## config.mk

```make
export PLATFORM = sky130hd
export DESIGN_NAME = quad_decoder
export DESIGN_NICKNAME = d
export VERILOG_FILES = /design/src/rtl/quad_decoder_pkg.sv /design/src/rtl/quad_channel.sv /design/src/rtl/quad_decoder.sv
export SDC_FILE = /design/constraint.sdc
export NUM_CORES = 1
export LEC_CHECK = 0
export ABC_AREA = 1
export ABC_CLOCK_PERIOD_IN_PS = 10200
export BUFFER_PORTS_ARGS = -buffer_cell sky130_fd_sc_hd__buf_4
export CORE_UTILIZATION = 33
export DETAILED_ROUTE_END_ITERATION = 7
export PLACE_DENSITY = 0.52
export SETUP_SLACK_MARGIN = 0.1
export SLEW_MARGIN = 20
export SYNTH_ARGS = -nofsm -noshare
export SYNTH_HDL_FRONTEND = slang
export SYNTH_SLANG_ARGS = --single-unit
```

## constraint.sdc

```tcl
create_clock -name clk -period 10.2 [get_ports clk]
set_clock_uncertainty 0.15 [all_clocks]
set_input_delay 1.53 -clock clk [delete_from_list [all_inputs] [get_ports clk]]
set_output_delay 1.53 -clock clk [all_outputs]
set_load 0.02 [all_outputs]
```

## src/rtl/quad_decoder_pkg.sv

```systemverilog
// Shared types and transition decode for the quadrature decoder.
// Gray order of {a,b} along the CW direction is 00 -> 10 -> 11 -> 01.
package quad_decoder_pkg;

  typedef logic [1:0] qstate_t;

  typedef enum logic [1:0] {NONE, CW, CCW, ERR} step_t;

  // Position of a state along the CW cycle (00=0, 10=1, 11=2, 01=3).
  function automatic logic [1:0] qidx(qstate_t s);
    return {s[0], s[1] ^ s[0]};
  endfunction

  // +1 along the cycle is CW, -1 is CCW, +2 means both phases moved at once.
  function automatic step_t qdecode(qstate_t prev, qstate_t cur);
    logic [1:0] d;
    d = qidx(cur) - qidx(prev);
    case (d)
      2'd1:    return CW;
      2'd2:    return ERR;
      2'd3:    return CCW;
      default: return NONE;
    endcase
  endfunction

endpackage

```

## src/rtl/quad_channel.sv

```systemverilog
// One quadrature channel: 2-flop sync, stability filter, step decode, position counter.
// With QDEC_INDEX_EN defined, a synchronised rising edge on z clears the position like clr.
module quad_channel
  import quad_decoder_pkg::*;
#(
  parameter int CNT_W    = 16,
  parameter int FILT_LEN = 3
) (
  input  logic             clk,
  input  logic             rst_n,
  input  logic             a,
  input  logic             b,
  input  logic             clr,
`ifdef QDEC_INDEX_EN
  input  logic             z,
`endif
  output logic             cw,
  output logic             ccw,
  output logic             err,
  output logic             dir,
  output logic [CNT_W-1:0] pos
);

  localparam logic [3:0] FMAX = 4'(FILT_LEN);

  logic [1:0] sa, sb;
  qstate_t    sync, last, filt;
  logic [3:0] fcnt;
  logic       init, accept, clr_eff;
  step_t      st;

  assign sync = {sa[1], sb[1]};

  // last has been sampled FMAX times in a row; first acceptance only seeds filt.
  assign accept = (fcnt == FMAX) && (!init || (last != filt));

  always_comb begin
    st = NONE;
    if (accept && init) st = qdecode(filt, last);
  end

`ifdef QDEC_INDEX_EN
  logic [1:0] sz;
  logic       zprev;

  always_ff @(posedge clk or negedge rst_n) begin
    if (!rst_n) begin
      sz    <= '0;
      zprev <= 1'b0;
    end else begin
      sz    <= {sz[0], z};
      zprev <= sz[1];
    end
  end

  assign clr_eff = clr | (sz[1] & ~zprev);
`else
  assign clr_eff = clr;
`endif

  always_ff @(posedge clk or negedge rst_n) begin
    if (!rst_n) begin
      sa   <= '0;
      sb   <= '0;
      last <= '0;
      filt <= '0;
      fcnt <= '0;
      init <= 1'b0;
      cw   <= 1'b0;
      ccw  <= 1'b0;
      err  <= 1'b0;
      dir  <= 1'b0;
      pos  <= '0;
    end else begin
      sa <= {sa[0], a};
      sb <= {sb[0], b};

      if (sync != last) begin
        last <= sync;
        fcnt <= 4'd1;
      end else if (fcnt != FMAX) begin
        fcnt <= fcnt + 4'd1;
      end

      if (accept) begin
        filt <= last;
        init <= 1'b1;
      end

      cw  <= (st == CW);
      ccw <= (st == CCW);
      err <= (st == ERR);
      if (st == CW)  dir <= 1'b1;
      if (st == CCW) dir <= 1'b0;

      // Clear wins over a same-cycle step; the pulse and dir still go out.
      if (clr_eff)         pos <= '0;
      else if (st == CW)   pos <= pos + CNT_W'(1);
      else if (st == CCW)  pos <= pos - CNT_W'(1);
    end
  end

endmodule

```

## src/rtl/quad_decoder.sv

```systemverilog
// NCH independent quadrature decoders; each lane is a quad_channel instance.
// Optional index input z is present only when QDEC_INDEX_EN is defined.
module quad_decoder
  import quad_decoder_pkg::*;
#(
  parameter int NCH      = 4,
  parameter int CNT_W    = 16,
  parameter int FILT_LEN = 3
) (
  input  logic                      clk,
  input  logic                      rst_n,
  input  logic [NCH-1:0]            a,
  input  logic [NCH-1:0]            b,
  input  logic [NCH-1:0]            clr,
`ifdef QDEC_INDEX_EN
  input  logic [NCH-1:0]            z,
`endif
  output logic [NCH-1:0]            cw,
  output logic [NCH-1:0]            ccw,
  output logic [NCH-1:0]            err,
  output logic [NCH-1:0]            dir,
  output logic [NCH-1:0][CNT_W-1:0] pos
);

  for (genvar gi = 0; gi < NCH; gi++) begin : g_ch
    quad_channel #(
      .CNT_W    (CNT_W),
      .FILT_LEN (FILT_LEN)
    ) u_ch (
      .clk   (clk),
      .rst_n (rst_n),
      .a     (a[gi]),
      .b     (b[gi]),
      .clr   (clr[gi]),
`ifdef QDEC_INDEX_EN
      .z     (z[gi]),
`endif
      .cw    (cw[gi]),
      .ccw   (ccw[gi]),
      .err   (err[gi]),
      .dir   (dir[gi]),
      .pos   (pos[gi])
    );
  end

endmodule

```

## After elaboration in Yosys (flattened, before gate mapping)

Index checks and enable logic that the tools add are counted.

- $add $sub $neg: 16
- Eq/ne operators: 40
- Mux-type cells: 36
- Bitwise logic cells: 8
- Reductions and logical operators: 28

Operators by type and width:

| operator | number |
|---|---|
| two-way mux 16 bit | 12 |
| adder 16 x 1 -> 16 bit, second input constant | 4 |
| subtractor 16 x 1 -> 16 bit, second input constant | 4 |
| == test 2 bit, second input constant | 16 |
| two-way mux 4 bit | 8 |
| case mux 2 bit (3 select lines) | 4 |
| adder 4 x 1 -> 4 bit, second input constant | 4 |
| == test 2 x 1 -> 1 bit, second input constant | 8 |
| == test 4 x 2 -> 1 bit, second input constant | 4 |
| inequality test 2 bit | 8 |
| inequality test 4 x 2 -> 1 bit, second input constant | 4 |
| nonzero test 2 bit | 8 |
| nonzero test 3 bit | 4 |
| logical AND 1 bit | 8 |
| two-way mux 1 bit | 8 |
| two-way mux 2 bit | 4 |
| subtractor 2 bit | 4 |
| XOR 1 bit | 8 |
| logical NOT 1 bit | 4 |
| logical OR 1 bit | 4 |

- Register bits: 132
- Output and inout port bits: 80
- Logic and storage cells: 172

## Logic depth before layout (Yosys ltp)

- Depth in word-level cells: 9
- Mapped depth: 21

## Modules after synthesis

Synthesis repeated with hierarchy kept, for this count alone.

- Cell total of the unflattened synthesis: 1,256
- Area, all modules: 9,063.7 um^2

Modules (own cells, without submodules):

| module | times used | cells an instance | area an instance (um^2) | seq. area each (um^2) |
|---|---|---|---|---|
| quad_channel at g_ch[0].u_ch ... | 3 | 314 | 2,262.2 | 825.8 |
| quad_channel at g_ch[3].u_ch | 1 | 314 | 2,277.2 | 825.8 |

## Least setup slack after synthesis

OpenSTA, ideal clock, no wires.

- Path kind: reg-to-reg
- Start point: register g_ch[2].u_ch.last[0]
- End point: register g_ch[2].u_ch.pos[13]
- Library setup time: 0.117 ns
- Data arrival time: 3.066 ns
- Required time: 9.933 ns
- Path slack: 6.867 ns
- Cell stages (with the launch flop): 17
- Cells stage by stage: dfrtp_1 -> xnor2_1 -> xor2_1 -> inv_1 -> ha_1 -> nand3_1 -> inv_1 -> ha_1 -> inv_1 -> ha_1 -> or2_2 -> nand3_1 -> nand2_1 -> nand2_1 -> nand3_1 -> nand3_1 -> nand2_1

- Longest elaborated chain between the ends: 8
- Elaborated cells between the ends (all ways): 16

RTL lines:

| what | RTL line | text |
|---|---|---|
| start: declaration | quad_channel.sv:27 | `qstate_t sync, last, filt;` |
| start signal: assignment | quad_channel.sv:79 | `last <= sync;` |
| XOR 1 bit / inequality test 2 bit (equally long branches) | quad_decoder_pkg.sv:11, quad_channel.sv:35 |  |
| subtractor 2 bit / logical OR 1 bit (equally long branches) | quad_decoder_pkg.sv:17, quad_channel.sv:35 |  |
| == test 2 bit (tied with other cells) | quad_decoder_pkg.sv:18 | `case (d)` |
| case mux 2 bit (3 select lines) / logical AND 1 bit (equally long branches) | quad_decoder_pkg.sv:18, quad_channel.sv:39 |  |
| two-way mux 2 bit (*) | quad_channel.sv:39 | `if (accept && init) st = qdecode(filt, last);` |
| == test 2 x 1 -> 1 bit | quad_channel.sv:98 | `else if (st == CW) pos <= pos + CNT_W'(1);` |
| two-way mux 16 bit | quad_channel.sv:98 |  |
| two-way mux 16 bit | quad_channel.sv:97 | `if (clr_eff) pos <= '0;` |
| end signal: assignment | quad_channel.sv:98 |  |
| end signal: assignment | quad_channel.sv:99 | `else if (st == CCW) pos <= pos - CNT_W'(1);` |
| end: declaration | quad_channel.sv:21 | `output logic [CNT_W-1:0] pos` |

Mark *: on every way between the ends. The rest lies on a longest branch, timed or not.
A chain may end at the register's enable or synchronous reset.

## Final worst setup path

- Start point: register g_ch[2].u_ch.last[0]
- End point: register g_ch[2].u_ch.pos[15]

Same word-level chain as after synthesis.

==> run_results.csv <==
group,metric,value,unit
global_routing,antenna_found_initial,0,
critical_path,cp.required,10.36,ns
sta,finalCritPeriodShare,0.377,
yosys,synth-seq-cells,132,
clock_network,cts_hold_buffers,0,
critical_path,cpPeakStageDelay,0.47,ns
critical_path,cpMostUsedCell,"nand3_1",
clock_network,cts_made_buffers,17,
global_routing,grt_use_met1,0.196,
sta,slew_headroom,0.455,
global_routing,grtUsageMet3,0.0284,
hold_path,hp-class,"reg2reg",
clock_network,clkTransAtPathRegs,0.06,ns
yosys,yosys.area_share.simple,0.298,
global_routing,grtUsageMet2,0.248,
placed_design,gp_congestion,0.822,
yosys,synthXorXnorAreaFrac,0.0336,
global_routing,track_usage,0.149,
critical_path,cp_slowest_cell,"inv_1",
sta,fmax,0.260,GHz
hold_path,hold_depth,0,
route,vias,7637,
route,vias_per_cell,4.50,
final_layout,final_cells,1697,
yosys,syn_inst,1259,
route,wire_per_inst,11.9,um
route,ant_nets,0,
clock_network,cts.htree.levels,4,
clock_network,root_buffer,"clkbuf_16",
sta,tns,0,ns
placed_design,place_inst,1666,
final_layout,drive_gt1_frac,0.108,
floorplanning,pin_count,94,
job,maxCapViolations,0,
global_routing,grt_pass1_vias,7360,
clock_network,cts_sinks,132,
yosys,synth.distinct_cells,32,
sta,fin_crit,3.85,ns
critical_path,worstPathArrival,4.01,ns
route,finalWirelength,20100,um
clock_network,postCtsSetupRepairBufs,0,
placed_design,place_area,10100,um^2
critical_path,cp.depth,16,
critical_path,cp_cell_sequence,"xnor2_1, xor2_1, inv_1, ha_1, nand3_1, inv_1, ha_1, inv_1, ha_1, or2_2, nand3_1, nand2_1, nand2_1, nand3_1, nand3_1, nand2_1",
global_routing,grt_pass1_wl,34600,um
yosys,syn_avg_cell_area,7.24,um^2
yosys,ys_seq_area_frac,0.362,
global_routing,grt_overflow_total,0,
sta,maxSlewViolCount,0,
yosys,muxShareOfSynthArea,0,
yosys,synthAdderAreaFrac,0.140,
floorplanning,fp.dieW,168,um
sta,rsz0062_at_grt,"false",
yosys,ys_warn_count,0,
placed_design,dp.final_hpwl,15000,um
clock_network,cts_resized,0,
yosys,synth_area,9120,um^2
critical_path,reg2reg_slack,6.35,ns
critical_path,worst_setup_path_start_kind,"register",
global_routing,grt_max_degree,87,
route,first_iter_violations,304,
final_layout,syn_to_final_growth,16.8,%
floorplanning,rows,60,
critical_path,rr_worst_depth,16,
floorplanning,dieArea,28300,um^2
placed_design,port_buffers,93,
floorplanning,core,27000,um^2
floorplanning,start_util,0.337,
route,drcViolationCount,0,
final_layout,final_area,10700,um^2
clock_network,cts_tree,"done",
yosys,syn_nets,1373,
critical_path,cp-end-kind,"register",
critical_path,crit_type,"reg2reg",
final_layout,fin_nets,1458,
clock_network,cts_max_path_buffers,2,
final_layout,insertedDiodeCount,0,
yosys,synth_top_family_by_area,"simple AND/OR/NAND/NOR gates",
yosys,synth_compound_area_frac,0.0657,
critical_path,worstPathMaxFanout,17,
floorplanning,fp.dieH,168,um
clock_network,clk_latency,0.42,ns
critical_path,crit_buf_inv,3,
status,outcome,"completed",
sta,final-setup-viol-count,0,
sta,worst_slew_pin_slew,0.814,ns
global_routing,busiest_layer,"met2",
critical_path,cp_top_family,"simple AND/OR/NAND/NOR gates",
sta,hold-worst-slack,0.198,ns
sta,hold_violations,0,
route,firstDrtPassIters,5,
[kinds of logic after synthesis]
group           Yosys count
compound gates          111
fa+ha+maj               100
flops                   132
xor+xnor                 35
buf+inv                 226
simple gates            655
[synth_stat cells (all sizes together)]
cell type,count,area [um^2]
fa,4,80.1
a31oi,4,46.3
a21oi,60,300
nor2,70,285
nor4,1,6.26
nand2,468,1760
a211oi,1,7.51
buf,22,150
a22o,4,35.0
inv,196,736
and3b,2,17.5
nand3b,4,30.0
xor2,12,105
nand3,80,400
and2,2,12.5
o21ai,42,210
dfrtp,132,3300
nand4,4,25.0
xnor2,23,201
or2,5,31.3
ha,96,1200
clkbuf,8,30.0
and3,1,6.26
nor3,18,135
[per-stage QoR]
step	setup slack (ns)	utilization
5_1_grt	6.02	0.394
2_1_floorplan	6.87	-
6_report	6.35	0.394
3_3_place_gp	6.39	0.373
4_1_cts	6.31	0.394
3_5_place_dp	6.31	0.373
[layer usage]
metal | share of wire | vias up | routed length [um]
li1 | - | 4094 | -
met5 | 0 | - | 0
met1 | 0.51 | 3429 | 10200
met2 | 0.45 | 96 | 9140
met4 | 0.012 | 0 | 249
met3 | 0.027 | 18 | 543
[area by class of cell]
class	instances	area (um^2)
well taps	341	427
clock buffers	18	429
repair buffers	96	724
fillers	2825	16400
flip-flops and latches	132	3300
clock inverters	13	135
multi-input cells	901	4900
inverters	196	736
[flip-flops by register name, summed over array words and instances (netlist names)]
signal,count
g_ch.u_ch.ccw,4
g_ch.u_ch.cw,4
g_ch.u_ch.dir,4
g_ch.u_ch.err,4
g_ch.u_ch.fcnt,16
g_ch.u_ch.filt,8
g_ch.u_ch.init,4
g_ch.u_ch.last,8
g_ch.u_ch.pos,64
g_ch.u_ch.sa,8
g_ch.u_ch.sb,8
[worst register-to-register path, delay by kind of cell (launching register included)]
family | cells | cell delay (ns)
xor+xnor | 2 | 0.58
simple gates | 8 | 1.03
buf+inv | 3 | 0.63
fa+ha+maj | 3 | 0.92
flops | 1 | 0.43
[layout by cell type, fill, tap and decap left out, drive strengths merged]
cell,count
xor2,12
clkinvlp,2
buf,96
inv,198
or2,5
and2,2
nand4,4
bufinv,2
and3b,2
dfrtp,132
fa,4
ha,96
nor2,70
nand2,468
clkbuf,18
clkinv,7
a22o,4
o21ai,42
a31oi,4
xnor2,23
nand3b,4
nand3,80
nor4,1
a21oi,60
nor3,18
and3,1
a211oi,1
[final timing paths]
path | to | start
worst min-delay path | g_ch[3].u_ch.sa[1]$_DFF_PN0_ | g_ch[3].u_ch.sa[0]$_DFF_PN0_
worst max register to register | g_ch[2].u_ch.pos[15]$_DFFE_PN0P_ | g_ch[2].u_ch.last[0]$_DFFE_PN0N_
min in group asynchronous | g_ch[1].u_ch.pos[12]$_DFFE_PN0P_ | rst_n
max in group asynchronous | g_ch[2].u_ch.fcnt[0]$_DFFE_PN0P_ | rst_n
worst min register to register | g_ch[3].u_ch.sa[1]$_DFF_PN0_ | g_ch[3].u_ch.sa[0]$_DFF_PN0_
worst max-delay path | g_ch[2].u_ch.pos[15]$_DFFE_PN0P_ | g_ch[2].u_ch.last[0]$_DFFE_PN0N_
Power is not shown: default switching activity piles up to over one toggle a cycle in this logic, so the estimate is an artifact.
